===== src/rtl/fft_dif_sequencer_pkg.sv =====
// Shared constants for the radix-2 DIF FFT control slice: default sizes,
// sequencer state encodings and butterfly control bit positions.
package fft_dif_sequencer_pkg;

    localparam int FFT_N_DEF  = 10;
    localparam int FFT_DW_DEF = 16;
    localparam int BF_LATENCY = 6;

    localparam logic [1:0] ST_IDLE  = 2'd0;
    localparam logic [1:0] ST_ISSUE = 2'd1;
    localparam logic [1:0] ST_DRAIN = 2'd2;
    localparam logic [1:0] ST_DONE  = 2'd3;

    localparam int ICTRL_FIRST = 0;
    localparam int ICTRL_LAST  = 1;

endpackage


===== src/rtl/fft_dif_sequencer_if.sv =====
// Bundle between the FFT sequencer and its environment (sample RAM,
// twiddle ROM, butterfly). The master side is the sequencer.
interface fft_dif_sequencer_if #(
    parameter int FFT_N = 10
);
    logic             start;
    logic             busy;
    logic             done;
    logic             err;
    logic             rd_en;
    logic [FFT_N-1:0] rd_addr_a;
    logic [FFT_N-1:0] rd_addr_b;
    logic [FFT_N-2:0] tw_addr;
    logic             bf_iact;
    logic [1:0]       bf_ictrl;
    logic [FFT_N-2:0] bf_iaddr;
    logic             bf_oact;
    logic [FFT_N-2:0] bf_oaddr;
    logic             wr_en;
    logic [FFT_N-1:0] wr_addr_a;
    logic [FFT_N-1:0] wr_addr_b;

    modport master (
        input  start, bf_oact, bf_oaddr,
        output busy, done, err, rd_en, rd_addr_a, rd_addr_b, tw_addr,
               bf_iact, bf_ictrl, bf_iaddr, wr_en, wr_addr_a, wr_addr_b
    );

    modport slave (
        output start, bf_oact, bf_oaddr,
        input  busy, done, err, rd_en, rd_addr_a, rd_addr_b, tw_addr,
               bf_iact, bf_ictrl, bf_iaddr, wr_en, wr_addr_a, wr_addr_b
    );
endinterface


===== src/rtl/fft_dif_sequencer_addr_gen.sv =====
// In-place DIF addressing: maps (stage, butterfly index) to the two wing
// sample addresses and the twiddle ROM index. Purely combinational.
module fft_dif_addr_gen
    import fft_dif_sequencer_pkg::*;
#(
    parameter int FFT_N = FFT_N_DEF,
    parameter int SW    = $clog2(FFT_N + 1)
) (
    input  logic [SW-1:0]    i_stage,
    input  logic [FFT_N-2:0] i_k,
    output logic [FFT_N-1:0] o_addr_a,
    output logic [FFT_N-1:0] o_addr_b,
    output logic [FFT_N-2:0] o_tw_addr
);
    logic [SW-1:0]    w_sh;
    logic [SW-1:0]    w_sh1;
    logic [FFT_N-1:0] w_span;
    logic [FFT_N-2:0] w_mask;
    logic [FFT_N-2:0] w_j;
    logic [FFT_N-2:0] w_grp;

    // span = N >> (s+1) = 1 << (FFT_N-1-s); j is k's offset inside its group
    assign w_sh   = SW'(FFT_N - 1) - i_stage;
    assign w_sh1  = w_sh + SW'(1);
    assign w_span = {{(FFT_N-1){1'b0}}, 1'b1} << w_sh;
    assign w_mask = ~({(FFT_N-1){1'b1}} << w_sh);
    assign w_j    = i_k & w_mask;
    assign w_grp  = i_k >> w_sh;

    assign o_addr_a  = ({1'b0, w_grp} << w_sh1) | {1'b0, w_j};
    assign o_addr_b  = o_addr_a + w_span;
    assign o_tw_addr = w_j << i_stage;

endmodule


===== src/rtl/fft_dif_sequencer.sv =====
// Control/address stage ahead of the radix-2 DIF butterfly. Walks FFT_N
// stages of N/2 butterflies, issues RAM/ROM reads, aligns butterfly
// inputs with read data and turns butterfly results into write-backs.
//
// state | meaning
// IDLE  | waiting for start
// ISSUE | one read per cycle, k = 0 .. N/2-1
// DRAIN | wait until every issued butterfly has been written back
// DONE  | one-cycle done pulse, then IDLE
module fft_dif_sequencer
    import fft_dif_sequencer_pkg::*;
#(
    parameter int FFT_N  = FFT_N_DEF,
    parameter int RD_LAT = 1
) (
    input logic                 clk,
    input logic                 reset,
    fft_dif_sequencer_if.master bus
);
    localparam int SW = $clog2(FFT_N + 1);
    localparam int KW = FFT_N - 1;
    localparam logic [SW-1:0] S_LAST = SW'(FFT_N - 1);
    localparam logic [KW-1:0] K_LAST = '1;

    logic [1:0]       r_state;
    logic [SW-1:0]    r_stage;
    logic [KW-1:0]    r_k;
    logic             r_rd_en;
    logic [FFT_N-1:0] r_rd_addr_a;
    logic [FFT_N-1:0] r_rd_addr_b;
    logic [KW-1:0]    r_tw;
    logic [KW-1:0]    r_rd_k;
    logic [1:0]       r_rd_ctrl;
    logic [FFT_N-1:0] r_outst;
    logic             r_err;

    logic             r_pipe_en   [RD_LAT];
    logic [1:0]       r_pipe_ctrl [RD_LAT];
    logic [KW-1:0]    r_pipe_k    [RD_LAT];

    logic [FFT_N-1:0] w_rd_a;
    logic [FFT_N-1:0] w_rd_b;
    logic [KW-1:0]    w_rd_tw;
    logic [FFT_N-1:0] w_wr_a;
    logic [FFT_N-1:0] w_wr_b;
    logic [KW-1:0]    w_wr_tw;
    logic             w_unused_wr_tw;
    logic             w_oact_ok;

    fft_dif_addr_gen #(.FFT_N(FFT_N), .SW(SW)) u_rd_addr (
        .i_stage   (r_stage),
        .i_k       (r_k),
        .o_addr_a  (w_rd_a),
        .o_addr_b  (w_rd_b),
        .o_tw_addr (w_rd_tw)
    );

    // Write-back uses the current stage: it cannot advance while writes are pending.
    fft_dif_addr_gen #(.FFT_N(FFT_N), .SW(SW)) u_wr_addr (
        .i_stage   (r_stage),
        .i_k       (bus.bf_oaddr),
        .o_addr_a  (w_wr_a),
        .o_addr_b  (w_wr_b),
        .o_tw_addr (w_wr_tw)
    );

    // write side only needs sample addresses
    assign w_unused_wr_tw = ^w_wr_tw;

    // A result is legitimate only when something is actually in flight.
    assign w_oact_ok = bus.bf_oact && (r_outst != '0) && (r_state != ST_IDLE);

    // Stage/k walk and registered read issue.
    always_ff @(posedge clk) begin
        if (reset) begin
            r_state     <= ST_IDLE;
            r_stage     <= '0;
            r_k         <= '0;
            r_rd_en     <= 1'b0;
            r_rd_addr_a <= '0;
            r_rd_addr_b <= '0;
            r_tw        <= '0;
            r_rd_k      <= '0;
            r_rd_ctrl   <= '0;
        end else begin
            r_rd_en <= 1'b0;
            case (r_state)
                ST_IDLE: begin
                    if (bus.start) begin
                        r_state <= ST_ISSUE;
                        r_stage <= '0;
                        r_k     <= '0;
                    end
                end
                ST_ISSUE: begin
                    r_rd_en                <= 1'b1;
                    r_rd_addr_a            <= w_rd_a;
                    r_rd_addr_b            <= w_rd_b;
                    r_tw                   <= w_rd_tw;
                    r_rd_k                 <= r_k;
                    r_rd_ctrl[ICTRL_FIRST] <= (r_k == '0);
                    r_rd_ctrl[ICTRL_LAST]  <= (r_stage == S_LAST) && (r_k == K_LAST);
                    r_k                    <= r_k + KW'(1);
                    if (r_k == K_LAST) begin
                        r_state <= ST_DRAIN;
                    end
                end
                ST_DRAIN: begin
                    // the last read of the stage is still on r_rd_en in the first DRAIN cycle
                    if ((r_outst == '0) && !r_rd_en) begin
                        if (r_stage == S_LAST) begin
                            r_state <= ST_DONE;
                        end else begin
                            r_stage <= r_stage + SW'(1);
                            r_k     <= '0;
                            r_state <= ST_ISSUE;
                        end
                    end
                end
                default: r_state <= ST_IDLE;
            endcase
        end
    end

    // Delay read strobe/ctrl/k so the butterfly sees them with the RAM/ROM data.
    always_ff @(posedge clk) begin
        if (reset) begin
            for (int i = 0; i < RD_LAT; i++) begin
                r_pipe_en[i]   <= 1'b0;
                r_pipe_ctrl[i] <= '0;
                r_pipe_k[i]    <= '0;
            end
        end else begin
            r_pipe_en[0]   <= r_rd_en;
            r_pipe_ctrl[0] <= r_rd_ctrl & {2{r_rd_en}};
            r_pipe_k[0]    <= r_rd_k;
            for (int i = 1; i < RD_LAT; i++) begin
                r_pipe_en[i]   <= r_pipe_en[i-1];
                r_pipe_ctrl[i] <= r_pipe_ctrl[i-1];
                r_pipe_k[i]    <= r_pipe_k[i-1];
            end
        end
    end

    // Butterflies in flight; a stray result flags err and is not counted.
    always_ff @(posedge clk) begin
        if (reset) begin
            r_outst <= '0;
            r_err   <= 1'b0;
        end else begin
            case ({r_rd_en, w_oact_ok})
                2'b10:   r_outst <= r_outst + FFT_N'(1);
                2'b01:   r_outst <= r_outst - FFT_N'(1);
                default: r_outst <= r_outst;
            endcase
            if (bus.bf_oact && !w_oact_ok) begin
                r_err <= 1'b1;
            end
        end
    end

    assign bus.busy      = (r_state != ST_IDLE);
    assign bus.done      = (r_state == ST_DONE);
    assign bus.err       = r_err;
    assign bus.rd_en     = r_rd_en;
    assign bus.rd_addr_a = r_rd_addr_a;
    assign bus.rd_addr_b = r_rd_addr_b;
    assign bus.tw_addr   = r_tw;
    assign bus.bf_iact   = r_pipe_en[RD_LAT-1];
    assign bus.bf_ictrl  = r_pipe_ctrl[RD_LAT-1];
    assign bus.bf_iaddr  = r_pipe_k[RD_LAT-1];
    assign bus.wr_en     = bus.bf_oact;
    assign bus.wr_addr_a = w_wr_a;
    assign bus.wr_addr_b = w_wr_b;

endmodule

===== src/flat_wrapper.sv =====
// flat-port wrapper written by rule: the top's interface ports become plain ports
module fft_dif_sequencer_flat import fft_dif_sequencer_pkg::*;
#(
    parameter int FFT_N  = FFT_N_DEF,
    parameter int RD_LAT = 1
)
  (clk, reset, bus_start, bus_bf_oact, bus_bf_oaddr, bus_busy, bus_done, bus_err, bus_rd_en, bus_rd_addr_a, bus_rd_addr_b, bus_tw_addr, bus_bf_iact, bus_bf_ictrl, bus_bf_iaddr, bus_wr_en, bus_wr_addr_a, bus_wr_addr_b);
  fft_dif_sequencer_if #(.FFT_N(FFT_N)) bus_i ();
  input logic clk;
  input logic reset;
  input wire logic [$bits(bus_i.start)-1:0] bus_start;
  input wire logic [$bits(bus_i.bf_oact)-1:0] bus_bf_oact;
  input wire logic [$bits(bus_i.bf_oaddr)-1:0] bus_bf_oaddr;
  output wire logic [$bits(bus_i.busy)-1:0] bus_busy;
  output wire logic [$bits(bus_i.done)-1:0] bus_done;
  output wire logic [$bits(bus_i.err)-1:0] bus_err;
  output wire logic [$bits(bus_i.rd_en)-1:0] bus_rd_en;
  output wire logic [$bits(bus_i.rd_addr_a)-1:0] bus_rd_addr_a;
  output wire logic [$bits(bus_i.rd_addr_b)-1:0] bus_rd_addr_b;
  output wire logic [$bits(bus_i.tw_addr)-1:0] bus_tw_addr;
  output wire logic [$bits(bus_i.bf_iact)-1:0] bus_bf_iact;
  output wire logic [$bits(bus_i.bf_ictrl)-1:0] bus_bf_ictrl;
  output wire logic [$bits(bus_i.bf_iaddr)-1:0] bus_bf_iaddr;
  output wire logic [$bits(bus_i.wr_en)-1:0] bus_wr_en;
  output wire logic [$bits(bus_i.wr_addr_a)-1:0] bus_wr_addr_a;
  output wire logic [$bits(bus_i.wr_addr_b)-1:0] bus_wr_addr_b;
  assign bus_i.start = bus_start;
  assign bus_i.bf_oact = bus_bf_oact;
  assign bus_i.bf_oaddr = bus_bf_oaddr;
  assign bus_busy = bus_i.busy;
  assign bus_done = bus_i.done;
  assign bus_err = bus_i.err;
  assign bus_rd_en = bus_i.rd_en;
  assign bus_rd_addr_a = bus_i.rd_addr_a;
  assign bus_rd_addr_b = bus_i.rd_addr_b;
  assign bus_tw_addr = bus_i.tw_addr;
  assign bus_bf_iact = bus_i.bf_iact;
  assign bus_bf_ictrl = bus_i.bf_ictrl;
  assign bus_bf_iaddr = bus_i.bf_iaddr;
  assign bus_wr_en = bus_i.wr_en;
  assign bus_wr_addr_a = bus_i.wr_addr_a;
  assign bus_wr_addr_b = bus_i.wr_addr_b;
  fft_dif_sequencer #(.FFT_N(FFT_N), .RD_LAT(RD_LAT)) u_core (.clk(clk), .reset(reset), .bus(bus_i));
endmodule

===== config.mk =====
export PLATFORM = sky130hd
export DESIGN_NAME = fft_dif_sequencer_flat
export DESIGN_NICKNAME = d
export VERILOG_FILES = /design/src/rtl/fft_dif_sequencer_pkg.sv /design/src/rtl/fft_dif_sequencer_if.sv /design/src/rtl/fft_dif_sequencer_addr_gen.sv /design/src/rtl/fft_dif_sequencer.sv /design/src/flat_wrapper.sv
export SDC_FILE = /design/constraint.sdc
export NUM_CORES = 1
export LEC_CHECK = 0
export BUFFER_PORTS_ARGS = -buffer_cell sky130_fd_sc_hd__buf_2
export CAP_MARGIN = 30
export CORE_AREA = 5 5 154 156
export DETAILED_ROUTE_END_ITERATION = 10
export DIE_AREA = 0 0 159 161
export GPL_ROUTABILITY_DRIVEN = 0
export PLACE_DENSITY = 0.56
export SETUP_SLACK_MARGIN = 0.02
export SYNTH_ARGS = -nofsm -noshare
export SYNTH_HDL_FRONTEND = slang
export SYNTH_SLANG_ARGS = --single-unit
export TNS_END_PERCENT = 100

===== constraint.sdc =====
create_clock -name clk -period 5.5 [get_ports clk]
set_input_delay 1.1 -clock clk [delete_from_list [all_inputs] [get_ports clk]]
set_output_delay 1.1 -clock clk [all_outputs]
set_load 0.05 [all_outputs]

==> results of run 1 <==
[metal layers]
metal	global-route usage [%]	part of all wire (%)
met1	21.0	49
met2	20.8	43
met3	2.48	6.6
met4	4.07	2.0
met5	0	0
[kinds of logic (layout without fill, tap and decap cells)]
family / count (synthesis) / after routing / share of synthesized area (%)
buf+inv: 82 / 151 / 5.84
flops: 79 / 79 / 26.8
compound gates: 200 / 200 / 22.5
xor+xnor: 31 / 31 / 5.09
fa+ha+maj: 44 / 44 / 9.72
simple gates: 263 / 263 / 20.4
mux: 40 / 40 / 9.62
[path summary, 6_finish.rpt]
path	startpoint	to	slack (ns)	depth (start not counted)
setup / recovery	bus_bf_oaddr[2]	bus_wr_addr_b[8]	0.26	18
hold / removal	u_core.bus.rd_addr_a[9]	u_core.bus.rd_addr_a[9]	0.45	2
setup reg to reg	u_core.r_stage[1]	u_core.bus.rd_addr_b[9]	1.15	18
hold reg to reg	u_core.bus.rd_addr_a[9]	u_core.bus.rd_addr_a[9]	0.45	2
[cell usage in the layout (no fill, tap or decap), drive strengths merged, types with 11 or more instances in the layout]
master	synthesis	routed
nand3	17	17
ha	41	41
nand2	89	89
dfxtp	79	79
nor2b	22	22
buf	26	105
xnor2	19	19
inv	27	31
mux4	11	11
mux2	14	14
mux2i	15	15
nor2	82	82
a21oi	57	57
o21ai	40	40
xor2	11	11
[flip-flops by register name (all words and copies together), names as in the netlist]
register,count
u_core.r_pipe_en,1
u_core.r_stage,4
u_core.r_state,2
u_core.r_outst,10
u_core.r_pipe_k,9
u_core.r_rd_ctrl,2
u_core.bus.rd_addr_a,10
u_core.r_k,9
u_core.bus.rd_en,1
u_core.bus.tw_addr,9
u_core.r_pipe_ctrl,2
u_core.bus.err,1
u_core.r_rd_k,9
u_core.bus.rd_addr_b,10
[power by group]
| part | switching (W) | leakage [nW] | internal (W) |
|---|---|---|---|
| clock network | 0.000264 | 0.146 | 0.000361 |
| logic | 0.000289 | 2.18 | 0.000133 |
| registers | 0.0000246 | 0.643 | 0.000610 |
| total | 0.000578 | 2.97 | 0.00110 |
[tightest hold or removal path, cell delays in order, from the launching register on]
cell	delay, ns
sky130_fd_sc_hd__dfxtp_1	0.31
sky130_fd_sc_hd__nand2_1	0.05
sky130_fd_sc_hd__a21oi_1	0.05
[stage by stage]
stage / worst slack [ns] / util, % / hold WS, ns
floorplan: 0.0204 / - / 0.427
global placement: 0.106 / 30.3 / 0.443
detailed placement: 0.0670 / 30.3 / 0.447
global route: 0.0379 / 32.0 / 0.474
finish: 0.263 / 32.0 / 0.452
CTS: 0.0479 / 31.8 / 0.457
[final cells by class]
cell class,instances,area share (%)
Multi-Input combinational cell,578,58.2
Sequential cell,79,22.3
Timing Repair Buffer,106,8.62
Tap cell,285,5.01
Clock buffer,9,3.17
Inverter,29,1.53
Clock inverter,7,1.20
[timing repair]
| action | 4_1_cts | 5_1_grt |
|---|---|---|
| pin swaps | 0 | 1 |
| resized for setup | 2 | 13 |
| setup endpoints to repair | 2 | 3 |
| buffers inserted | 0 | 0 |
==> impl_results.html, run 1 <==
<table>
<tr><th>Metric</th><th>Value</th></tr>
<tr><th colspan="2">Setup path</th></tr>
<tr><td>Crit path arrival time</td><td>just over 4 ns</td></tr>
<tr><td>Highest-delay cell along the critical path</td><td>sky130_fd_sc_hd__mux4_2</td></tr>
<tr><td>Dominant delay contributor by cell family on the critical path</td><td>compound AO/OA/AOI/OAI gates</td></tr>
<tr><td>Critical path's largest stage delay</td><td>0.47 ns</td></tr>
<tr><td>Sort of element at the start of the critical path</td><td>primary input</td></tr>
<tr><td>Crit end category</td><td>output port</td></tr>
<tr><td>Required time reported for the critical path endpoint</td><td>~4.4 ns</td></tr>
<tr><td>Type of the worst setup path</td><td>in -&gt; out</td></tr>
<tr><td>Cells along the critical path</td><td>buf_2 &gt; mux4_2 &gt; a21oi_1 &gt; o22ai_1 &gt; and2_1 &gt; a32o_2 &gt; ha_4 &gt; inv_1 &gt; fa_1 &gt; nor2b_1 &gt; o21ai_1 &gt; a21boi_1 &gt; o21ai_1 &gt; nand2b_1 &gt; a21o_1 &gt; a21oi_4 &gt; xnor2_4 &gt; buf_6</td></tr>
<tr><td>Worst path bufs/invs</td><td>3</td></tr>
<tr><td>CP dominant cell by count</td><td>sky130_fd_sc_hd__o21ai_1</td></tr>
<tr><td>Worst Path Max Fanout</td><td>5</td></tr>
<tr><th colspan="2">Clock network</th></tr>
<tr><td>Worst-path clk slew</td><td>around 0.060 ns</td></tr>
<tr><td>Clk sinks</td><td>79</td></tr>
<tr><td>CTS max path bufs</td><td>2</td></tr>
<tr><td>CTS tree</td><td>yes</td></tr>
<tr><td>H-tree lvl count</td><td>3</td></tr>
<tr><td>Clk Latency, worst-skew pair</td><td>0.35 ns</td></tr>
<tr><td>Root buffer cell</td><td>sky130_fd_sc_hd__clkbuf_16</td></tr>
<tr><td>Count of hold buffers inserted by post-cts repair</td><td>0</td></tr>
<tr><td>TritonCTS Buffers</td><td>9</td></tr>
<tr><th colspan="2">Routing</th></tr>
<tr><td>Total wire length</td><td>approximately 18 mm</td></tr>
<tr><td>Initial drt markers</td><td>~440</td></tr>
<tr><td>Via/cell ratio</td><td>~5.2</td></tr>
<tr><td>Post-detailed-route DRC marker count</td><td>0</td></tr>
<tr><td>Via total after detailed routing</td><td>about 5700</td></tr>
<tr><td>Average wire per cell in the routed design</td><td>around 17 µm</td></tr>
<tr><td>First-pass detailed-route iteration total</td><td>6</td></tr>
<tr><td>Post-detailed-route count of antenna-violating nets</td><td>0</td></tr>
<tr><th colspan="2">Global route</th></tr>
<tr><td>Total overflow reported by the global router</td><td>0</td></tr>
<tr><td>Vias in the first global route</td><td>between 5000 and 6000</td></tr>
<tr><td>Pin count of the biggest net entering global routing</td><td>64</td></tr>
<tr><td>Overall routing resource usage</td><td>between 10 and 15%</td></tr>
<tr><td>Antenna violations before repair</td><td>0</td></tr>
<tr><td>First-pass GRT wire length</td><td>around 30 mm</td></tr>
<tr><th colspan="2">Floorplan</th></tr>
<tr><td>Die height</td><td>161 µm</td></tr>
<tr><td>Cell row count</td><td>55</td></tr>
<tr><td>Starting density of the core</td><td>26.5%</td></tr>
<tr><td>Die Area</td><td>approximately 0.026 mm²</td></tr>
<tr><td>Width of the die</td><td>between 150 and 200 µm</td></tr>
<tr><td>Number of placed I/O pins</td><td>79</td></tr>
<tr><td>Area inside the core boundary</td><td>roughly 0.022 mm²</td></tr>
<tr><th colspan="2">Timing</th></tr>
<tr><td>Unrepaired setup endpoints after global routing</td><td>false</td></tr>
<tr><td>Setup Total Neg Slack</td><td>0 ns</td></tr>
<tr><td>Relative slew slack</td><td>a little under half</td></tr>
<tr><td>Minimum clock period</td><td>between 5 and 6 ns</td></tr>
<tr><td>Pins over their slew limit</td><td>0</td></tr>
<tr><td>Final Hold Viols</td><td>0</td></tr>
<tr><td>Maximum clock skew at final layout</td><td>between 0.01 and 0.015 ns</td></tr>
<tr><td>Final number of setup-violating endpoints</td><td>0</td></tr>
<tr><td>Worst Max-Slew Pin Slew</td><td>0.803 ns</td></tr>
<tr><td>Achievable frequency</td><td>~190 MHz</td></tr>
<tr><td>Portion of the clock cycle consumed by the worst path in the final layout</td><td>between 90% and 100%</td></tr>
<tr><th colspan="2">Synthesis</th></tr>
<tr><td>Cell type with the highest aggregate area in the netlist</td><td>sky130_fd_sc_hd__dfxtp_1</td></tr>
<tr><td>Most common library cells after synthesis</td><td>sky130_fd_sc_hd__nand2_1 (89), sky130_fd_sc_hd__nor2_1 (81), sky130_fd_sc_hd__dfxtp_1 (79)</td></tr>
<tr><td>Count of distinct cell types in the synthesized netlist</td><td>77</td></tr>
<tr><td>Largest cells by area after synthesis</td><td>sky130_fd_sc_hd__dfxtp_1 (27%), sky130_fd_sc_hd__ha_1 (8.7%), sky130_fd_sc_hd__nand2_1 (5.7%), sky130_fd_sc_hd__nor2_1 (5.2%), sky130_fd_sc_hd__a21oi_1 (4.8%)</td></tr>
<tr><td>Net count after synthesis</td><td>approximately 800</td></tr>
<tr><td>Synth async-reset ratio</td><td>0%</td></tr>
<tr><td>Synthesis warning total</td><td>0</td></tr>
<tr><td>Area fraction of the dominant cell type after synthesis</td><td>26.8%</td></tr>
<tr><td>Count of flip-flops with a built-in enable after synthesis</td><td>0</td></tr>
<tr><td>Top-count cell post-synth</td><td>sky130_fd_sc_hd__nand2_1</td></tr>
<tr><td>Number of storage elements in the synthesis netlist</td><td>79</td></tr>
<tr><td>Number of standard cells after synthesis</td><td>between 700 and 800</td></tr>
<tr><td>Flip-flop cell with the highest count after synthesis</td><td>sky130_fd_sc_hd__dfxtp_1</td></tr>
<tr><td>Netlist Area Pre-Place</td><td>approximately 0.0059 mm²</td></tr>
<tr><td>Mean cell area of the mapped netlist</td><td>roughly 8.0 µm²</td></tr>
<tr><td>Proportion of synthesized chip area in sequential cells</td><td>26.8%</td></tr>
<tr><th colspan="2">Status</th></tr>
<tr><td>Result of the run</td><td>finished, final reports clean</td></tr>
<tr><th colspan="2">Cells and area</th></tr>
<tr><td>Number of standard cells in the layout, taps in and fillers out</td><td>1093</td></tr>
<tr><td>Register area</td><td>0.00158 mm²</td></tr>
<tr><td>Final standard cell area without fillers</td><td>slightly above 0.007 mm²</td></tr>
<tr><td>Combined area of the multi-input logic cells</td><td>0.00414 mm²</td></tr>
<tr><td>Synth-to-Final Area Change</td><td>20.6%</td></tr>
<tr><td>Number of nets in the final layout</td><td>860</td></tr>
<tr><td>N_diodes</td><td>0</td></tr>
<tr><td>Fill cell count</td><td>2378</td></tr>
<tr><td>Fraction of final layout cells with drive strength greater than 1</td><td>roughly 22%</td></tr>
<tr><th colspan="2">Placed design</th></tr>
<tr><td>Port Buffers</td><td>78</td></tr>
<tr><td>Post-DP Area</td><td>approximately 0.0067 mm²</td></tr>
<tr><td># placed instances</td><td>1077</td></tr>
<tr><td>DPL Wire Length</td><td>between 10 and 15 mm</td></tr>
<tr><th colspan="2">Pwr</th></tr>
<tr><td>Total power draw</td><td>0.00168 W</td></tr>
<tr><td>Ratio of total power to cell area</td><td>237 mW/mm²</td></tr>
<tr><td>Worst vdd rail ir drop</td><td>about 0.13 mV</td></tr>
<tr><td>Leakage power</td><td>about 3 nW</td></tr>
<tr><th colspan="2">Job</th></tr>
<tr><td>Number of maximum-capacitance constraint violations</td><td>0</td></tr>
<tr><th colspan="2">Hold path</th></tr>
<tr><td>Worst min-delay path category</td><td>reg -&gt; reg</td></tr>
</table>
No activity file was read; power rests on OpenSTA's default activity.
==> run 2, diff against run 1 <==
--- a/config.mk
+++ b/config.mk
@@ -7,13 +7,14 @@
 export LEC_CHECK = 0
 export BUFFER_PORTS_ARGS = -buffer_cell sky130_fd_sc_hd__buf_2
 export CAP_MARGIN = 30
-export CORE_AREA = 5 5 154 156
+export CORE_AREA = 5 5 195 140
 export DETAILED_ROUTE_END_ITERATION = 10
-export DIE_AREA = 0 0 159 161
+export DIE_AREA = 0 0 200 145
 export GPL_ROUTABILITY_DRIVEN = 0
-export PLACE_DENSITY = 0.56
+export PLACE_DENSITY = 0.55
 export SETUP_SLACK_MARGIN = 0.02
 export SYNTH_ARGS = -nofsm -noshare
 export SYNTH_HDL_FRONTEND = slang
+export SYNTH_HIERARCHICAL = 1
 export SYNTH_SLANG_ARGS = --single-unit
 export TNS_END_PERCENT = 100
==> run 2 against run 1 <==
Against the previous run: first-iteration DRC count is 17% lower; worst setup slack better by 0.072 ns; area after synthesis increased by 8.9%; critical path depth fell by 1; count of clock-buffer cells in the layout rose by 1; synthesized cell count rose by 17%; sequential share of layout area is 1.4 points lower; sequential cell count is the same; global-route usage fell by 1.6 points; worst hold slack lost 0.0017 ns; highest routed layer unchanged.
==> impl_results.html, run 2 <==
<table>
<tr><th>Metric</th><th>Value</th></tr>
<tr><th colspan="2">Routing</th></tr>
<tr><td>Post-detailed-route count of antenna-violating nets</td><td>0 (unchanged)</td></tr>
<tr><td>Average wire per cell in the routed design</td><td>14.9 µm (was 16.7 µm)</td></tr>
<tr><td>Post-detailed-route DRC marker count</td><td>0 (unchanged)</td></tr>
<tr><td>Total wire length</td><td>18.7 mm (was 18.2 mm)</td></tr>
<tr><td>Via total after detailed routing</td><td>6243 (was 5653)</td></tr>
<tr><td>Initial drt markers</td><td>364 (was 439)</td></tr>
<tr><td>First-pass detailed-route iteration total</td><td>5 (was 6)</td></tr>
<tr><td>Via/cell ratio</td><td>4.96 (was 5.17)</td></tr>
<tr><th colspan="2">Cells and area</th></tr>
<tr><td>Number of nets in the final layout</td><td>988 (was 860)</td></tr>
<tr><td>Synth-to-Final Area Change</td><td>18.7% (was 20.6%)</td></tr>
<tr><td>N_diodes</td><td>0 (unchanged)</td></tr>
<tr><td>Most frequent cells in the layout</td><td>sky130_fd_sc_hd__nand2_1 (118), sky130_fd_sc_hd__a21oi_1 (79), sky130_fd_sc_hd__dfxtp_1 (77), sky130_fd_sc_hd__buf_2 (76), sky130_fd_sc_hd__nor2_1 (76) (was sky130_fd_sc_hd__nand2_1 (89), sky130_fd_sc_hd__nor2_1 (80), sky130_fd_sc_hd__dfxtp_1 (78), sky130_fd_sc_hd__buf_2 (76), sky130_fd_sc_hd__a21oi_1 (55))</td></tr>
<tr><td>Number of standard cells in the layout, taps in and fillers out</td><td>1259 (was 1093)</td></tr>
<tr><td>Most common cell after layout, fill and taps aside</td><td>sky130_fd_sc_hd__nand2_1 (unchanged)</td></tr>
<tr><td>Fraction of final layout cells with drive strength greater than 1</td><td>18.4% (was 21.7%)</td></tr>
<tr><td>Final standard cell area without fillers</td><td>0.00762 mm² (was 0.00711 mm²)</td></tr>
<tr><th colspan="2">Pwr</th></tr>
<tr><td>Leakage power</td><td>3.04 nW (was 2.97 nW)</td></tr>
<tr><td>Combinational share of power</td><td>13.7% (was 25.1%)</td></tr>
<tr><td>Ratio of total power to cell area</td><td>183 mW/mm² (was 237 mW/mm²)</td></tr>
<tr><td>Power spent charging and discharging nets</td><td>0.000413 W (was 0.000578 W)</td></tr>
<tr><td>Internal cell power</td><td>0.000982 W (was 0.00110 W)</td></tr>
<tr><td>Total power draw</td><td>0.00139 W (was 0.00168 W)</td></tr>
<tr><td>Clk network pwr share</td><td>43.4% (was 37.2%)</td></tr>
<tr><td>Sw frac</td><td>29.6% (was 34.4%)</td></tr>
<tr><td>Worst vdd rail ir drop</td><td>0.134 mV (was 0.133 mV)</td></tr>
<tr><td>Flop pwr share</td><td>42.9% (was 37.7%)</td></tr>
<tr><th colspan="2">Setup path</th></tr>
<tr><td>Worst Path Max Fanout</td><td>4 (was 5)</td></tr>
<tr><td>Crit path arrival time</td><td>4.07 ns (was 4.14 ns)</td></tr>
<tr><td>Type of the worst setup path</td><td>in -&gt; out (unchanged)</td></tr>
<tr><td>Highest-delay cell along the critical path</td><td>sky130_fd_sc_hd__mux4_2 (unchanged)</td></tr>
<tr><td>Crit end category</td><td>output port (unchanged)</td></tr>
<tr><td>Cells on worst reg2reg path</td><td>20 (was 18)</td></tr>
<tr><td>Cells along the critical path</td><td>buf_2 &gt; mux4_2 &gt; nand2_1 &gt; o31a_1 &gt; o21ai_1 &gt; nand2_1 &gt; o21a_1 &gt; inv_1 &gt; ha_1 &gt; a21oi_1 &gt; o21ai_0 &gt; o21a_1 &gt; o21ai_1 &gt; nand2b_1 &gt; a21oi_1 &gt; xnor2_2 &gt; clkbuf_4 (was buf_2 &gt; mux4_2 &gt; a21oi_1 &gt; o22ai_1 &gt; and2_1 &gt; a32o_2 &gt; ha_4 &gt; inv_1 &gt; fa_1 &gt; nor2b_1 &gt; o21ai_1 &gt; a21boi_1 &gt; o21ai_1 &gt; nand2b_1 &gt; a21o_1 &gt; a21oi_4 &gt; xnor2_4 &gt; buf_6)</td></tr>
<tr><td>Dominant delay contributor by cell family on the critical path</td><td>compound AO/OA/AOI/OAI gates (unchanged)</td></tr>
<tr><td>Critical path's largest stage delay</td><td>0.46 ns (was 0.47 ns)</td></tr>
<tr><td>Worst path bufs/invs</td><td>3 (unchanged)</td></tr>
<tr><td>Sort of element at the start of the critical path</td><td>primary input (unchanged)</td></tr>
<tr><td>Required time reported for the critical path endpoint</td><td>4.40 ns (about the same)</td></tr>
<tr><td>Destination of the worst register-to-register timing path</td><td>u_core/bus.rd_addr_b[8] (was u_core.bus.rd_addr_b[9])</td></tr>
<tr><td>Flop-to-flop setup slack</td><td>0.70 ns (was 1.15 ns)</td></tr>
<tr><td>Origin of the critical flop-to-flop path</td><td>u_core/r_stage[1] (was u_core.r_stage[1])</td></tr>
<tr><th colspan="2">Global route</th></tr>
<tr><td>First-pass GRT wire length</td><td>30.1 mm (was 29.9 mm)</td></tr>
<tr><td>Pin count of the biggest net entering global routing</td><td>47 (was 64)</td></tr>
<tr><td>Antenna violations before repair</td><td>0 (unchanged)</td></tr>
<tr><td>Vias in the first global route</td><td>5528 (was 5463)</td></tr>
<tr><td>Total overflow reported by the global router</td><td>0 (unchanged)</td></tr>
<tr><td>Overall routing resource usage</td><td>12.5% (was 14.1%)</td></tr>
<tr><th colspan="2">Hold path</th></tr>
<tr><td>Hold worst-path end</td><td>u_core/r_rd_ctrl[1] (was u_core.bus.rd_addr_a[9])</td></tr>
<tr><td>Worst min-delay path category</td><td>reg -&gt; reg (unchanged)</td></tr>
<tr><td>Hold Path Stages</td><td>2 (unchanged)</td></tr>
<tr><td>Worst hold start</td><td>u_core/r_rd_ctrl[1] (was u_core.bus.rd_addr_a[9])</td></tr>
<tr><th colspan="2">Clock network</th></tr>
<tr><td>Clk sinks</td><td>79 (unchanged)</td></tr>
<tr><td>Count of hold buffers inserted by post-cts repair</td><td>0 (unchanged)</td></tr>
<tr><td>CTS tree</td><td>yes (unchanged)</td></tr>
<tr><td>CTS max path bufs</td><td>2 (unchanged)</td></tr>
<tr><td>Clk Latency, worst-skew pair</td><td>0.34 ns (was 0.35 ns)</td></tr>
<tr><td>H-tree lvl count</td><td>3 (unchanged)</td></tr>
<tr><td>Root buffer cell</td><td>sky130_fd_sc_hd__clkbuf_16 (unchanged)</td></tr>
<tr><td>Worst-path clk slew</td><td>0.07 ns (was 0.06 ns)</td></tr>
<tr><td>TritonCTS Buffers</td><td>9 (unchanged)</td></tr>
<tr><th colspan="2">Timing</th></tr>
<tr><td>Unrepaired setup endpoints after global routing</td><td>false (unchanged)</td></tr>
<tr><td>Post-Route Hold Slack</td><td>0.451 ns (was 0.452 ns)</td></tr>
<tr><td>Maximum clock skew at final layout</td><td>0.00892 ns (was 0.0124 ns)</td></tr>
<tr><td>Achievable frequency</td><td>194 MHz (was 191 MHz)</td></tr>
<tr><td>Relative slew slack</td><td>43.3% (was 45.9%)</td></tr>
<tr><td>Minimum clock period</td><td>5.17 ns (was 5.24 ns)</td></tr>
<tr><td>Final number of setup-violating endpoints</td><td>0 (unchanged)</td></tr>
<tr><td>Setup Total Neg Slack</td><td>0 ns (unchanged)</td></tr>
<tr><td>Worst Max-Slew Pin Slew</td><td>0.848 ns (was 0.803 ns)</td></tr>
<tr><td>Portion of the clock cycle consumed by the worst path in the final layout</td><td>93.9% (was 95.2%)</td></tr>
<tr><td>Final Hold Viols</td><td>0 (unchanged)</td></tr>
<tr><td>Pins over their slew limit</td><td>0 (unchanged)</td></tr>
<tr><th colspan="2">Synthesis</th></tr>
<tr><td>Mean cell area of the mapped netlist</td><td>7.45 µm² (was 7.98 µm²)</td></tr>
<tr><td>Synthesis warning total</td><td>6 (was 0)</td></tr>
<tr><td>Number of standard cells after synthesis</td><td>862 (was 739)</td></tr>
<tr><td>Net count after synthesis</td><td>927 (was 796)</td></tr>
<tr><td>Netlist Area Pre-Place</td><td>0.00642 mm² (was 0.00589 mm²)</td></tr>
<tr><th colspan="2">Floorplan</th></tr>
<tr><td>Die Area</td><td>0.0290 mm² (was 0.0256 mm²)</td></tr>
<tr><td>Number of placed I/O pins</td><td>79 (unchanged)</td></tr>
<tr><td>Area inside the core boundary</td><td>0.0253 mm² (was 0.0222 mm²)</td></tr>
<tr><td>Cell row count</td><td>49 (was 55)</td></tr>
<tr><td>Die height</td><td>145 µm (was 161 µm)</td></tr>
<tr><td>Starting density of the core</td><td>25.4% (was 26.5%)</td></tr>
<tr><td>Width of the die</td><td>200 µm (was 159 µm)</td></tr>
<tr><th colspan="2">Job</th></tr>
<tr><td>Number of maximum-capacitance constraint violations</td><td>0 (unchanged)</td></tr>
<tr><th colspan="2">Status</th></tr>
<tr><td>Result of the run</td><td>finished, final reports clean (unchanged)</td></tr>
<tr><th colspan="2">Placed design</th></tr>
<tr><td>DPL Wire Length</td><td>13.9 mm (about the same)</td></tr>
<tr><td>Port Buffers</td><td>78 (unchanged)</td></tr>
<tr><td># placed instances</td><td>1236 (was 1077)</td></tr>
<tr><td>Post-DP Area</td><td>0.00724 mm² (was 0.00674 mm²)</td></tr>
</table>
-- run 2: timing repair --
action | CTS | global route
endpoints found under the setup margin | 0 | 4
setup buffers | 0 | 7
resized for setup | 0 | 12
-- run 2: stage by stage --
| step | setup WS [ns] | utilization (%) |
|---|---|---|
| after detailed placement | 0.114 | 28.7 |
| after global placement | 0.221 | 28.7 |
| after CTS | 0.0283 | 29.8 |
| after floorplan | 0.0627 | - |
| after global routing | 0.0465 | 30.2 |
| final | 0.335 | 30.2 |
-- run 2: power groups by stage --
stage                     Sequential, W  Clock (W)  Combinational [W]
after floorplan                0.000627          0           0.000126
after global placement         0.000611          0           0.000189
after detailed placement       0.000611          0           0.000191
after CTS                      0.000598   0.000629           0.000191
after global routing           0.000600   0.000648           0.000208
final                          0.000598   0.000605           0.000192
-- run 2: worst max-delay path by stage --
stage,startpoint,to,slack (ns),depth (start not counted)
floorplan,bus_bf_oaddr[7],bus_wr_addr_b[8],0.06,16
global placement,bus_bf_oaddr[6],bus_wr_addr_b[7],0.22,17
detailed placement,bus_bf_oaddr[7],bus_wr_addr_b[8],0.11,17
CTS,u_core/r_stage[1],bus_wr_addr_b[7],0.03,18
global route,bus_bf_oaddr[6],bus_wr_addr_b[7],0.05,17
finish,bus_bf_oaddr[6],bus_wr_addr_b[7],0.33,17
-- run 2: layout make-up --
type | instances | area [µm²]
clock buffers | 10 | 250
clock inverters | 6 | 50.0
fillers | 2799 | 17600
inverters | 35 | 139
multi-input cells | 688 | 4540
flip-flops and latches | 79 | 1590
well taps | 331 | 414
repair buffers | 110 | 633
-- run 2: worst min-delay path: stages, from the launching register on --
cell and delay (ns):
sky130_fd_sc_hd__dfxtp_1 0.31, sky130_fd_sc_hd__nand2_1 0.05, sky130_fd_sc_hd__a21oi_1 0.05
-- run 2: metal layers --
layer / global-route usage (%) / share of wire (%) / wire length (µm) / vias to the layer above
met1: 20.0 / 52 / 9660 / 2920
met5: 0 / 0 / 0 / -
met4: 1.83 / 0.33 / 61 / 0
met2: 17.2 / 42 / 7770 / 163
met3: 2.71 / 6.5 / 1220 / 7
li1: - / - / - / 3153
==> run 3, diff against run 2 <==
--- a/config.mk
+++ b/config.mk
@@ -5,11 +5,12 @@
 export SDC_FILE = /design/constraint.sdc
 export NUM_CORES = 1
 export LEC_CHECK = 0
+export ABC_AREA = 1
 export BUFFER_PORTS_ARGS = -buffer_cell sky130_fd_sc_hd__buf_2
 export CAP_MARGIN = 30
-export CORE_AREA = 5 5 195 140
+export CORE_AREA = 5 5 198 143
 export DETAILED_ROUTE_END_ITERATION = 10
-export DIE_AREA = 0 0 200 145
+export DIE_AREA = 0 0 203 148
 export GPL_ROUTABILITY_DRIVEN = 0
 export PLACE_DENSITY = 0.55
 export SETUP_SLACK_MARGIN = 0.02
==> run 3 against run 2 <==
Against the previous run: sequential power increased by 35%; clock power rose by 12%; global-route usage grew 0.30 points; largest cell class unchanged; largest power group is now combinational cells.
==> impl_results.html, run 3 <==
<table>
<tr><th>Metric</th><th>Value</th></tr>
<tr><th colspan="2">Timing</th></tr>
<tr><td>Final number of setup-violating endpoints</td><td>0 (unchanged)</td></tr>
<tr><td>Crit path setup slack, layout</td><td>0.414 ns (was 0.335 ns)</td></tr>
<tr><td>Achievable frequency</td><td>197 MHz (was 194 MHz)</td></tr>
<tr><td>Final Hold Viols</td><td>0 (unchanged)</td></tr>
<tr><td>Post-Route Hold Slack</td><td>0.421 ns (was 0.451 ns)</td></tr>
<tr><td>Unrepaired setup endpoints after global routing</td><td>true (was false)</td></tr>
<tr><td>Portion of the clock cycle consumed by the worst path in the final layout</td><td>92.5% (was 93.9%)</td></tr>
<tr><td>Relative slew slack</td><td>50.0% (was 43.3%)</td></tr>
<tr><td>Minimum clock period</td><td>5.09 ns (was 5.17 ns)</td></tr>
<tr><td>Worst Max-Slew Pin Slew</td><td>0.747 ns (was 0.848 ns)</td></tr>
<tr><td>Maximum clock skew at final layout</td><td>0.0130 ns (was 0.00892 ns)</td></tr>
<tr><td>Pins over their slew limit</td><td>0 (unchanged)</td></tr>
<tr><td>Setup Total Neg Slack</td><td>0 ns (unchanged)</td></tr>
<tr><th colspan="2">Setup path</th></tr>
<tr><td>Required time reported for the critical path endpoint</td><td>4.40 ns (about the same)</td></tr>
<tr><td>Crit end category</td><td>output port (unchanged)</td></tr>
<tr><td>Cells on worst reg2reg path</td><td>23 (was 20)</td></tr>
<tr><td>Cells along the critical path</td><td>inv_1 &gt; ha_1 &gt; inv_1 &gt; nand2_1 &gt; nand2_2 &gt; buf_4 &gt; xor2_2 &gt; buf_4 &gt; nor2_2 &gt; a21oi_1 &gt; o21ai_0 &gt; nand2_1 &gt; ha_1 &gt; inv_1 &gt; nor4_2 &gt; nand2_1 &gt; o211ai_1 &gt; a31oi_1 &gt; inv_1 &gt; nand3_1 &gt; nand2_1 &gt; buf_2 (was buf_2 &gt; mux4_2 &gt; nand2_1 &gt; o31a_1 &gt; o21ai_1 &gt; nand2_1 &gt; o21a_1 &gt; inv_1 &gt; ha_1 &gt; a21oi_1 &gt; o21ai_0 &gt; o21a_1 &gt; o21ai_1 &gt; nand2b_1 &gt; a21oi_1 &gt; xnor2_2 &gt; clkbuf_4)</td></tr>
<tr><td>Sort of element at the start of the critical path</td><td>register (was primary input)</td></tr>
<tr><td>Type of the worst setup path</td><td>reg -&gt; out (was in -&gt; out)</td></tr>
<tr><td>Origin of the critical flop-to-flop path</td><td>u_core/r_stage[1] (unchanged)</td></tr>
<tr><td>Worst Path Max Fanout</td><td>11 (was 4)</td></tr>
<tr><td>Dominant delay contributor by cell family on the critical path</td><td>simple AND/OR/NAND/NOR gates (was compound AO/OA/AOI/OAI gates)</td></tr>
<tr><td>Critical path's largest stage delay</td><td>0.35 ns (was 0.46 ns)</td></tr>
<tr><td>Crit path arrival time</td><td>3.99 ns (was 4.07 ns)</td></tr>
<tr><td>Worst path bufs/invs</td><td>7 (was 3)</td></tr>
<tr><td>Destination of the worst register-to-register timing path</td><td>u_core/bus.rd_addr_b[8] (unchanged)</td></tr>
<tr><td>Highest-delay cell along the critical path</td><td>sky130_fd_sc_hd__nor4_2 (was sky130_fd_sc_hd__mux4_2)</td></tr>
<tr><td>Flop-to-flop setup slack</td><td>0.85 ns (was 0.70 ns)</td></tr>
<tr><th colspan="2">Clock network</th></tr>
<tr><td>Root buffer cell</td><td>sky130_fd_sc_hd__clkbuf_16 (unchanged)</td></tr>
<tr><td>CTS max path bufs</td><td>2 (unchanged)</td></tr>
<tr><td>H-tree lvl count</td><td>3 (unchanged)</td></tr>
<tr><td>Clk sinks</td><td>79 (unchanged)</td></tr>
<tr><td>Post-CTS repair timing setup buffer count</td><td>0 (unchanged)</td></tr>
<tr><td>Worst-path clk slew</td><td>0.06 ns (was 0.07 ns)</td></tr>
<tr><td>TritonCTS Buffers</td><td>9 (unchanged)</td></tr>
<tr><td>CTS tree</td><td>yes (unchanged)</td></tr>
<tr><td>Resized Gates After CTS</td><td>0 (unchanged)</td></tr>
<tr><td>Count of hold buffers inserted by post-cts repair</td><td>0 (unchanged)</td></tr>
<tr><td>Clk Latency, worst-skew pair</td><td>0.35 ns (was 0.34 ns)</td></tr>
<tr><th colspan="2">Pwr</th></tr>
<tr><td>Combinational share of power</td><td>47.2% (was 13.7%)</td></tr>
<tr><td>Leakage power</td><td>3.87 nW (was 3.04 nW)</td></tr>
<tr><td>Flop pwr share</td><td>28.7% (was 42.9%)</td></tr>
<tr><td>Sw frac</td><td>47.6% (was 29.6%)</td></tr>
<tr><td>Internal cell power</td><td>0.00147 W (was 0.000982 W)</td></tr>
<tr><td>Clk network pwr share</td><td>24.2% (was 43.4%)</td></tr>
<tr><td>Ratio of total power to cell area</td><td>359 mW/mm² (was 183 mW/mm²)</td></tr>
<tr><td>Power spent charging and discharging nets</td><td>0.00134 W (was 0.000413 W)</td></tr>
<tr><td>Total power draw</td><td>0.00281 W (was 0.00139 W)</td></tr>
<tr><td>Worst vdd rail ir drop</td><td>0.189 mV (was 0.134 mV)</td></tr>
<tr><th colspan="2">Cells and area</th></tr>
<tr><td>Fill cell count</td><td>2915 (was 2799)</td></tr>
<tr><td>Register area</td><td>0.00158 mm² (was 0.00159 mm²)</td></tr>
<tr><td>Number of nets in the final layout</td><td>1208 (was 988)</td></tr>
<tr><td>Fraction of final layout cells with drive strength greater than 1</td><td>15.8% (was 18.4%)</td></tr>
<tr><td>Most common cell after layout, fill and taps aside</td><td>sky130_fd_sc_hd__nand2_1 (unchanged)</td></tr>
<tr><td>Synth-to-Final Area Change</td><td>16.6% (was 18.7%)</td></tr>
<tr><td>N_diodes</td><td>0 (unchanged)</td></tr>
<tr><td>Most frequent cells in the layout</td><td>sky130_fd_sc_hd__nand2_1 (256), sky130_fd_sc_hd__inv_1 (143), sky130_fd_sc_hd__nor2_1 (142), sky130_fd_sc_hd__nand3_1 (89), sky130_fd_sc_hd__dfxtp_1 (78) (was sky130_fd_sc_hd__nand2_1 (118), sky130_fd_sc_hd__a21oi_1 (79), sky130_fd_sc_hd__dfxtp_1 (77), sky130_fd_sc_hd__buf_2 (76), sky130_fd_sc_hd__nor2_1 (76))</td></tr>
<tr><td>Combined area of the multi-input logic cells</td><td>0.00440 mm² (was 0.00454 mm²)</td></tr>
<tr><th colspan="2">Global route</th></tr>
<tr><td>Antenna violations before repair</td><td>0 (unchanged)</td></tr>
<tr><td>Vias in the first global route</td><td>6362 (was 5528)</td></tr>
<tr><td>Pin count of the biggest net entering global routing</td><td>45 (was 47)</td></tr>
<tr><td>Total overflow reported by the global router</td><td>0 (unchanged)</td></tr>
<tr><td>First-pass GRT wire length</td><td>32.4 mm (was 30.1 mm)</td></tr>
<tr><td>Overall routing resource usage</td><td>12.8% (was 12.5%)</td></tr>
<tr><th colspan="2">Synthesis</th></tr>
<tr><td>Netlist Area Pre-Place</td><td>0.00672 mm² (was 0.00642 mm²)</td></tr>
<tr><td>Number of standard cells after synthesis</td><td>1080 (was 862)</td></tr>
<tr><td>Mean cell area of the mapped netlist</td><td>6.22 µm² (was 7.45 µm²)</td></tr>
<tr><td>Net count after synthesis</td><td>1145 (was 927)</td></tr>
<tr><td>Synthesis warning total</td><td>6 (unchanged)</td></tr>
<tr><th colspan="2">Routing</th></tr>
<tr><td>Uppermost routed layer</td><td>met4 (unchanged)</td></tr>
<tr><td>M1 wire length</td><td>9.80 mm (was 9.66 mm)</td></tr>
<tr><td>Post-detailed-route count of antenna-violating nets</td><td>0 (unchanged)</td></tr>
<tr><td>First-pass detailed-route iteration total</td><td>7 (was 5)</td></tr>
<tr><td>Wire length on met2</td><td>8.37 mm (was 7.77 mm)</td></tr>
<tr><td>Post-detailed-route DRC marker count</td><td>0 (unchanged)</td></tr>
<tr><td>Initial drt markers</td><td>514 (was 364)</td></tr>
<tr><td>Average wire per cell in the routed design</td><td>13.0 µm (was 14.9 µm)</td></tr>
<tr><td>Met3 wirelength from detailed routing</td><td>1.00 mm (was 1.22 mm)</td></tr>
<tr><td>Total wire length</td><td>19.4 mm (was 18.7 mm)</td></tr>
<tr><td>Via total after detailed routing</td><td>6851 (was 6243)</td></tr>
<tr><td>Via/cell ratio</td><td>4.61 (was 4.96)</td></tr>
<tr><th colspan="2">Hold path</th></tr>
<tr><td>Worst min-delay path category</td><td>reg -&gt; reg (unchanged)</td></tr>
<tr><td>Worst hold start</td><td>u_core/r_rd_k[1] (was u_core/r_rd_ctrl[1])</td></tr>
<tr><td>Hold worst-path end</td><td>u_core/r_pipe_k[0][1] (was u_core/r_rd_ctrl[1])</td></tr>
<tr><td>Hold Path Stages</td><td>2 (unchanged)</td></tr>
<tr><th colspan="2">Status</th></tr>
<tr><td>Result of the run</td><td>finished, final reports clean (unchanged)</td></tr>
<tr><th colspan="2">Floorplan</th></tr>
<tr><td>Cell row count</td><td>50 (was 49)</td></tr>
<tr><td>Area inside the core boundary</td><td>0.0262 mm² (was 0.0253 mm²)</td></tr>
<tr><td>Die height</td><td>148 µm (was 145 µm)</td></tr>
<tr><td>Die Area</td><td>0.0300 mm² (was 0.0290 mm²)</td></tr>
<tr><td>Width of the die</td><td>203 µm (was 200 µm)</td></tr>
<tr><td>Number of placed I/O pins</td><td>79 (unchanged)</td></tr>
<tr><td>Starting density of the core</td><td>25.6% (was 25.4%)</td></tr>
<tr><th colspan="2">Placed design</th></tr>
<tr><td>Port Buffers</td><td>78 (unchanged)</td></tr>
<tr><td>Placement Setup Slack</td><td>0.371 ns (was 0.114 ns)</td></tr>
<tr><td>DPL Wire Length</td><td>14.9 mm (was 13.9 mm)</td></tr>
<tr><th colspan="2">Job</th></tr>
<tr><td>Number of maximum-capacitance constraint violations</td><td>0 (unchanged)</td></tr>
</table>
-- run 3: cell types whose count changed in the layout (fill, tap and decap cells not counted), sizes merged, moves of 9 or more --
cell / change
nand2: +157
inv: +125
nor2: +81
nand3: +72
a21oi: -30
nor2b: -27
o21ai: +26
mux2i: -21
xnor2: -19
and3: -17
buf: -16
nand2b: -16
a31oi: -9
-- run 3: cell type report --
| type | instances | area share, % |
|---|---|---|
| Inverter | 155 | 7.43 |
| Clock buffer | 9 | 2.88 |
| Timing Repair Buffer | 92 | 6.50 |
| Clock inverter | 7 | 1.39 |
| Sequential cell | 79 | 20.2 |
| Tap cell | 338 | 5.40 |
| Multi-Input combinational cell | 806 | 56.2 |
-- run 3: power groups by stage --
stage | Sequential [W] | Combinational, W | Clock (W)
global route | 0.000824 | 0.00148 | 0.000728
detailed placement | 0.000818 | 0.00133 | 0
floorplan | 0.00106 | 0.000793 | 0
CTS | 0.000808 | 0.00133 | 0.000707
global placement | 0.000818 | 0.00132 | 0
finish | 0.000806 | 0.00133 | 0.000680
-- run 3: worst max path at each step --
| stage | startpoint | to | slack [ns] | cells after the start |
|---|---|---|---|---|
| CTS | u_core/r_stage[2] | bus_wr_addr_b[9] | 0.17 | 19 |
| global placement | bus_bf_oaddr[8] | bus_wr_addr_b[8] | 0.44 | 20 |
| detailed placement | bus_bf_oaddr[8] | bus_wr_addr_b[8] | 0.37 | 20 |
| floorplan | u_core/r_stage[1] | bus_wr_addr_b[8] | -0.25 | 20 |
| global route | u_core/r_stage[2] | bus_wr_addr_b[8] | 0.01 | 23 |
| finish | u_core/r_stage[2] | bus_wr_addr_b[9] | 0.41 | 22 |
-- run 3: worst reg2reg max path: stages (launching register included) --
cell and delay [ns]:
sky130_fd_sc_hd__dfxtp_1 0.34, sky130_fd_sc_hd__buf_6 0.30, sky130_fd_sc_hd__inv_1 0.25, sky130_fd_sc_hd__ha_1 0.47
sky130_fd_sc_hd__inv_1 0.22, sky130_fd_sc_hd__nor2_8 0.21, sky130_fd_sc_hd__nand2_1 0.09, sky130_fd_sc_hd__nand3_1 0.09
sky130_fd_sc_hd__nand2_1 0.07, sky130_fd_sc_hd__nor2_1 0.14, sky130_fd_sc_hd__nand2_1 0.09, sky130_fd_sc_hd__o21ai_0 0.39
sky130_fd_sc_hd__ha_1 0.30, sky130_fd_sc_hd__inv_1 0.09, sky130_fd_sc_hd__fa_1 0.40, sky130_fd_sc_hd__o21ai_0 0.28
sky130_fd_sc_hd__nand2_1 0.09, sky130_fd_sc_hd__nand2_1 0.07, sky130_fd_sc_hd__a21oi_1 0.08, sky130_fd_sc_hd__o21ai_0 0.16
sky130_fd_sc_hd__a21oi_1 0.10, sky130_fd_sc_hd__xor2_1 0.15, sky130_fd_sc_hd__nor2_1 0.11, sky130_fd_sc_hd__nor2_1 0.06
-- run 3: through the flow --
step	utilization, %	cells	instance area, µm²
2_1_floorplan	-	1080	6770
3_3_place_gp	28.4	1469	7450
3_5_place_dp	28.5	1470	7460
4_1_cts	29.8	1486	7800
5_1_grt	29.9	1486	7830
6_report	29.9	1486	7830
-- run 3: metal layers --
metal	vias to the layer above	global-route usage [%]
li1	3591	-
met1	3080	18.4
met2	164	19.9
met3	16	2.50
met4	0	2.58
met5	-	0
